[src/rtl/microwave_time_entry.sv]
// Keypad time entry for a microwave: debounced digit entry into MM:SS,
// validation on start, and a one-cycle load strobe to the countdown.
module microwave_time_entry #(
   parameter int unsigned DEBOUNCE = 4
) (
   input  logic       clk,
   input  logic       rst,
   input  logic [3:0] bcd,
   input  logic       loadn,
   input  logic       clear,
   input  logic       start,
   output logic [3:0] min_tens,
   output logic [3:0] min_units,
   output logic [3:0] sec_tens,
   output logic [3:0] sec_units,
   output logic [2:0] digit_count,
   output logic       locked,
   output logic       load_pulse,
   output logic       entry_error
);

   localparam int unsigned CW = 4;
   localparam logic [1:0] S_EMPTY  = 2'd0;
   localparam logic [1:0] S_ENTRY  = 2'd1;
   localparam logic [1:0] S_FULL   = 2'd2;
   localparam logic [1:0] S_LOCKED = 2'd3;

   logic [CW-1:0] deb_q, deb_d;
   logic [1:0]    state_q, state_d;
   logic [3:0]    min_tens_q, min_tens_d, min_units_q, min_units_d;
   logic [3:0]    sec_tens_q, sec_tens_d, sec_units_q, sec_units_d;
   logic [2:0]    count_q, count_d;
   logic          locked_q, locked_d;
   logic          load_pulse_q, load_pulse_d;
   logic          entry_error_q, entry_error_d;
   logic          key_accept;

   // Debounce saturates at DEBOUNCE so a held key is accepted only once.
   always_comb begin
      deb_d = '0;
      if (loadn) begin
         deb_d = (deb_q == CW'(DEBOUNCE)) ? deb_q : deb_q + CW'(1);
      end
      key_accept = loadn && (deb_q == CW'(DEBOUNCE - 1));
   end

   // Priority: clear, then start, then key accept (start drops a coincident key).
   always_comb begin
      state_d       = state_q;
      min_tens_d    = min_tens_q;
      min_units_d   = min_units_q;
      sec_tens_d    = sec_tens_q;
      sec_units_d   = sec_units_q;
      count_d       = count_q;
      locked_d      = locked_q;
      load_pulse_d  = 1'b0;
      entry_error_d = 1'b0;
      if (clear) begin
         state_d     = S_EMPTY;
         min_tens_d  = '0;
         min_units_d = '0;
         sec_tens_d  = '0;
         sec_units_d = '0;
         count_d     = '0;
         locked_d    = 1'b0;
      end else if (start) begin
         if (state_q == S_ENTRY || state_q == S_FULL) begin
            if (sec_tens_q <= 4'd5) begin
               load_pulse_d = 1'b1;
               locked_d     = 1'b1;
               state_d      = S_LOCKED;
            end else begin
               entry_error_d = 1'b1;
            end
         end
      end else if (key_accept && bcd <= 4'd9 &&
                   (state_q == S_EMPTY || state_q == S_ENTRY)) begin
         min_tens_d  = min_units_q;
         min_units_d = sec_tens_q;
         sec_tens_d  = sec_units_q;
         sec_units_d = bcd;
         count_d     = count_q + 3'd1;
         state_d     = (count_q == 3'd3) ? S_FULL : S_ENTRY;
      end
   end

   always_ff @(posedge clk) begin
      if (rst) begin
         deb_q         <= '0;
         state_q       <= S_EMPTY;
         min_tens_q    <= '0;
         min_units_q   <= '0;
         sec_tens_q    <= '0;
         sec_units_q   <= '0;
         count_q       <= '0;
         locked_q      <= 1'b0;
         load_pulse_q  <= 1'b0;
         entry_error_q <= 1'b0;
      end else begin
         deb_q         <= deb_d;
         state_q       <= state_d;
         min_tens_q    <= min_tens_d;
         min_units_q   <= min_units_d;
         sec_tens_q    <= sec_tens_d;
         sec_units_q   <= sec_units_d;
         count_q       <= count_d;
         locked_q      <= locked_d;
         load_pulse_q  <= load_pulse_d;
         entry_error_q <= entry_error_d;
      end
   end

   assign min_tens    = min_tens_q;
   assign min_units   = min_units_q;
   assign sec_tens    = sec_tens_q;
   assign sec_units   = sec_units_q;
   assign digit_count = count_q;
   assign locked      = locked_q;
   assign load_pulse  = load_pulse_q;
   assign entry_error = entry_error_q;

endmodule

[config.mk]
export PLATFORM = sky130hd
export DESIGN_NAME = microwave_time_entry
export DESIGN_NICKNAME = d
export VERILOG_FILES = /design/src/rtl/microwave_time_entry.sv
export SDC_FILE = /design/constraint.sdc
export NUM_CORES = 1
export LEC_CHECK = 0
export CAP_MARGIN = 20
export CORE_MARGIN = 2
export CORE_UTILIZATION = 45
export CTS_BUF_LIST = sky130_fd_sc_hd__clkbuf_2 sky130_fd_sc_hd__clkbuf_4 sky130_fd_sc_hd__clkbuf_8
export CTS_CLUSTER_DIAMETER = 100
export DETAILED_ROUTE_END_ITERATION = 7
export GPL_TIMING_DRIVEN = 0
export PLACE_DENSITY = 0.75
export SLEW_MARGIN = 20
export SYNTH_ARGS = -nofsm -noshare
export SYNTH_HDL_FRONTEND = slang
export SYNTH_SLANG_ARGS = --single-unit
[constraint.sdc]
create_clock -name clk -period 3.55 [get_ports clk]
set_clock_uncertainty 0.15 [all_clocks]
set_input_delay 0.5325 -clock clk [delete_from_list [all_inputs] [get_ports clk]]
set_output_delay 0.5325 -clock clk [all_outputs]
set_load 0.005 [all_outputs]
# ---- Word level (Yosys, flattened, before mapping)
# Cells that the tools add are included.
dict set report word_totals {
  register_bits 28
  in_bits 9
  out_inout_bits 22
  elab_cells 44
}
dict set report classes {
  addsub 2
  order_cmp 2
  eq_ne 7
  n_mux 7
  n_bitwise 3
  n_reduce_logical 13
}
# cell count
set op_table {}
lappend op_table {{2-bit 2-to-1 mux} 5}
lappend op_table {{3-bit AND reduction} 2}
lappend op_table {{4-bit by 1-bit adder with 4-bit output, second input constant} 1}
lappend op_table {{4-bit by 2-bit equality test with 1-bit output, second input constant} 1}
lappend op_table {{4-bit by 3-bit equality test with 1-bit output, second input constant} 1}
lappend op_table {{4-bit by 3-bit <= comparator with 1-bit output, second input constant} 1}
lappend op_table {{4-bit <= comparator, second input constant} 1}
lappend op_table {{2-bit by 1-bit inequality test with 1-bit output, second input constant} 2}
lappend op_table {{2-bit OR reduction} 2}
lappend op_table {{4-bit OR reduction} 1}
lappend op_table {{3-bit by 1-bit adder with 3-bit output, second input constant} 1}
lappend op_table {{3-bit by 2-bit equality test with 1-bit output, second input constant} 1}
lappend op_table {{1-bit logical AND} 3}
lappend op_table {{1-bit inverter} 3}
lappend op_table {{2-bit by 1-bit equality test with 1-bit output, second input constant} 1}
lappend op_table {{2-bit equality test, second input constant} 1}
lappend op_table {{2-bit logical NOT} 1}
lappend op_table {{1-bit logical OR} 2}
lappend op_table {{1-bit 2-to-1 mux} 2}
lappend op_table {{2-bit AND reduction} 1}
lappend op_table {{2-bit nonzero test} 1}

# ---- Longest topological paths before layout
dict set report logic_depth {
  depth_word 6
  mapped_depth 6
}

# ---- Worst setup path after synthesis
# OpenSTA, ideal clock, no wires.
dict set report synth_timing {
  kind {reg2reg}
  from {register deb_q[0]}
  to {register min_tens_q[2], in the netlist min_tens[2]}
  setup_time_ns 0.072
  arrival_ns 1.798
  required_ns 3.328
  path_slack_ns 1.530
  stages_incl_launch_ff 6
  path_buffers 1
  synth_period_minus_slack_ns 2.020
  cell_sequence {dfxtp_1 -> ha_1 -> or4b_4 -> nor3_4 -> buf_12 -> mux2i_1}
}
dict set report synth_between {
  elab_chain_len 5
}
# element line_no
set synth_lines {}
lappend synth_lines {{start, declared} 28} ;# logic [CW-1:0] deb_q, deb_d;
lappend synth_lines {{start signal, assigned} 89} ;# deb_q <= '0;
lappend synth_lines {{start signal, assigned} 100} ;# deb_q <= deb_d;
lappend synth_lines {{4-bit by 2-bit equality test with 1-bit output} 44} ;# key_accept = loadn && (deb_q == CW'(DEBOUNCE - 1));
lappend synth_lines {{1-bit logical AND} 44}
lappend synth_lines {{1-bit logical AND (2 in a row)} 76} ;# end else if (key_accept && bcd <= 4'd9 &&
lappend synth_lines {{2-bit AND reduction (no source line)} -}
lappend synth_lines {{end signal, assigned} 102} ;# min_tens_q <= min_tens_d;
lappend synth_lines {{end, declared} 30} ;# logic [3:0] min_tens_q, min_tens_d, min_units_q, min_units_d;
# No other way between the ends.
# A chain may end at the register's enable or synchronous reset.

# ---- Worst setup path in the final report
dict set report layout_timing {
  from {input start}
  to {register sec_units_q[2], in the netlist sec_units[2]}
}
dict set report layout_between {
  elab_chain_len 2
}
# element line_no
set layout_lines {}
lappend layout_lines {{start, declared} 11} ;# input logic start,
lappend layout_lines {{1-bit inverter (no source line)} -}
lappend layout_lines {{2-bit AND reduction (no source line)} -}
lappend layout_lines {{end signal, assigned} 105} ;# sec_units_q <= sec_units_d;
lappend layout_lines {{end, declared} 31} ;# logic [3:0] sec_tens_q, sec_tens_d, sec_units_q, sec_units_d;
# No other way between the ends.

==> flow_summary.toml <==
[run_status]
status = "finished, final reports clean"

[worst_setup_path]
worst_setup_path_start_kind = "input port"
r2r_cells = 5
cp-end-kind = "flip-flop"
crit_type = "input port to flip-flop"
r2r_setup_slack_ns = 1.25
cp_data_arrival_time_ns = 2.48
reg_to_reg_critical_path_startpoint = "deb_q[0]"
critical_path_data_required_time_ns = 3.66
worst_r2r_endpoint = "sec_units[2]"
path_max_fanout = 10

[logic_synthesis]
number_of_flops_mapped_to_enable_cells_by_yosys = 0
synth_largest_type_area_fraction_pct = 46.7
netlist_area_um2 = 1200
synthesized_netlist_cell_count = 117
synth_seq_cells = 28
cell_type_contributing_the_most_total_cell_area_after_synthesis = "sky130_fd_sc_hd__dfxtp_1"
asyncSetResetFlopFracSynth_pct = 0
synthTopCellsByCount = "28 x sky130_fd_sc_hd__dfxtp_1, 23 x sky130_fd_sc_hd__nand2_1, 19 x sky130_fd_sc_hd__mux2i_1"
synth.yosys.warnings = 0
synth.most_common_cell = "sky130_fd_sc_hd__dfxtp_1"
synth_ff_type = "sky130_fd_sc_hd__dfxtp_1"
syn-mean-instance-area_um2 = 10.3
syn-num-nets = 132
yosysSeqAreaShare_pct = 46.7
ys_top_cells_by_area = "sky130_fd_sc_hd__dfxtp_1 47%, sky130_fd_sc_hd__mux2i_1 16%, sky130_fd_sc_hd__nand2_1 7.2%"
synth_cell_type_count = 29

[routing]
vias = 946
via_density_per_instance = 5.23
initialDrtViolationCount = 12
detail_route.wirelength_um = 2480
routedWlPerCell_um = 13.7
detail_route.drc_violations = 0
number_of_iterations_in_the_first_detailed_routing_pass = 4
final_antenna_net_count = 0

[cells_and_area]
antenna_cells_inserted = 0
fraction_of_layout_instances_using_a_drive_strength_above_1_pct = 6.62
layout.nets = 167
finalInstanceArea_um2 = 1590
final.fill_count = 210
area_growth_syn_to_layout_pct = 32.5

[die]
start_util_pct = 48.0
rows = 18
design.core.area_um2 = 2500
io-pin-count = 31
fp.dieW_um = 55.6
fp.dieH_um = 55.6
floorplan.die_area_um2 = 3100

[hold_path]
hold_path_depth = 2
holdPathEnd = "min_tens[1]"
hold_class = "flip-flop to flip-flop"
hold_path.startpoint = "min_tens[1]"

[placement]
gpl.final_weighted_congestion = 0.734
detailedPlace.worstSlack_ns = 0.847
number_of_buffers_inserted_by_port_buffering = 30
detailed_place.area_um2 = 1540
hpwl_um = 1880

[global_route]
gr-usage-all-layers_pct = 16.7
first_global_vias = 934
grt_start_max_net_pins = 17
grt_overflow = 0
grt_antenna_before_repair = 0
grt_pass1_wl_um = 4170

[clock_network]
worstSkewPairLatency_ns = 0.32
cts_tree = "yes"
cts-root-to-sink-buffers = 2
cts_setup_buffers = 0
clock_sink_count = 28
holdBufCountCts = 0
cts_max_level = 1
cts.clk_slew.worst_paths_ns = 0.15
tritoncts.num_buffers = 3
clockRootBuffer = "sky130_fd_sc_hd__clkbuf_4"
postCtsResizedCells = 0

[sta]
grt_setup_unrepaired = "false"
max-slew-margin-rel_pct = 50.1
finalMaxSlewViolations = 0
final_min_period_over_clock_period_pct = 66.8
achievable_frequency_mhz = 421
timing.final.hold_violations = 0
finalWorstSetupSlack_ns = 1.18
whs_ns = 0.321
fin_crit_ns = 2.37
totalNegativeSetupSlack_ns = 0
worst-slew-pin-transition_ns = 0.745
setup_viol = 0

[flow_run]
cap_violations = 0

[power_and_ir_drop]
power_density_of_the_placed_cells_nw_per_um2 = 349
vdd.ir_drop.worst_v = 0.000276
total_leakage_power_nw = 0.577
how the worst max path moves through the flow:
| stage | to | from | slack (ns) |
|---|---|---|---|
| after CTS | sec_units[2] | start | 1.18 |
| final | sec_units[2] | start | 1.18 |
| after floorplan | min_tens[2] | deb_q[0] | 1.53 |
| after global routing | digit_count[0] | start | 1.09 |
| after detailed placement | min_tens[2] | start | 0.85 |
| after global placement | min_tens[2] | start | 0.89 |
cells by family (layout without fill, tap and decap cells):
family                     Yosys count  in the layout  share of synthesized area [%]
xor gates and xnor gates             3              3                           2.19
muxes                               19             19                           15.8
adders and majority gates            6              6                           6.26
buffers and inverters                8             42                           4.80
AOI/OAI and AO/OA                   13             13                           7.40
DFF                                 28             28                           46.7
and+or+nand+nor                     40             40                           16.8
worst max-delay path, cell delays in order:
cell and delay (ns):
sky130_fd_sc_hd__clkdlybuf4s50_1 0.48, sky130_fd_sc_hd__or4b_4 0.55, sky130_fd_sc_hd__nor3_4 0.51, sky130_fd_sc_hd__buf_12 0.21, sky130_fd_sc_hd__mux2i_1 0.20
power by group:
part | switching (mW) | internal [mW]
registers | 0.00134 | 0.316
logic | 0.0158 | 0.0150
clock network | 0.0932 | 0.114
per-layer routing:
metal  up-vias  GRT usage, %  wire length [µm]
li1        470             -                 -
met1       453          19.7              1150
met2        21          29.9              1230
met3         2          3.26                85
met4         0          5.92                18
met5         -             0                 0
placed cells by master (no fill, tap or decap), drive strengths merged:
| cell | count |
|---|---|
| xnor2 | 2 |
| nand4 | 1 |
| nor2 | 4 |
| inv | 5 |
| a31oi | 2 |
| nand3 | 3 |
| clkdlybuf4s50 | 30 |
| nor3b | 1 |
| nand3b | 1 |
| o21ai | 2 |
| o311a | 1 |
| nand2b | 1 |
| nand2 | 23 |
| clkbuf | 3 |
| mux2i | 19 |
| or3 | 1 |
| buf | 3 |
| nor3 | 1 |
| nor4b | 1 |
| ha | 6 |
| dfxtp | 28 |
| o41ai | 1 |
| or4b | 1 |
| and3 | 1 |
| a21oi | 3 |
| o21a | 3 |
| a2111oi | 1 |
| and2 | 1 |
| xor2 | 1 |
| bufinv | 1 |
area by class of cell:
type	instances	area [µm²]	share of cell area, %
multi-input combinational	81	582	36.6
sequential	28	561	35.2
timing repair buffer	30	300	18.9
buffer	3	38.8	2.44
tap	30	37.5	2.36
clock inverter	1	30.0	1.89
clock buffer	3	22.5	1.42
inverter	5	18.8	1.18
per-stage QoR:
stage	total power [mW]	instances	utilization [%]
2_1_floorplan	0.339	117	-
3_3_place_gp	0.353	177	61.5
3_5_place_dp	0.354	177	61.5
4_1_cts	0.558	181	63.6
5_1_grt	0.574	181	63.6
6_report	0.555	181	63.6
state kept, by name, indices dropped and copies added (netlist names):
name,count
load_pulse,1
state_q,2
entry_error,1
locked,1
digit_count,3
sec_units,4
sec_tens,4
deb_q,4
min_units,4
min_tens,4
(Power assumes the default switching activity.)
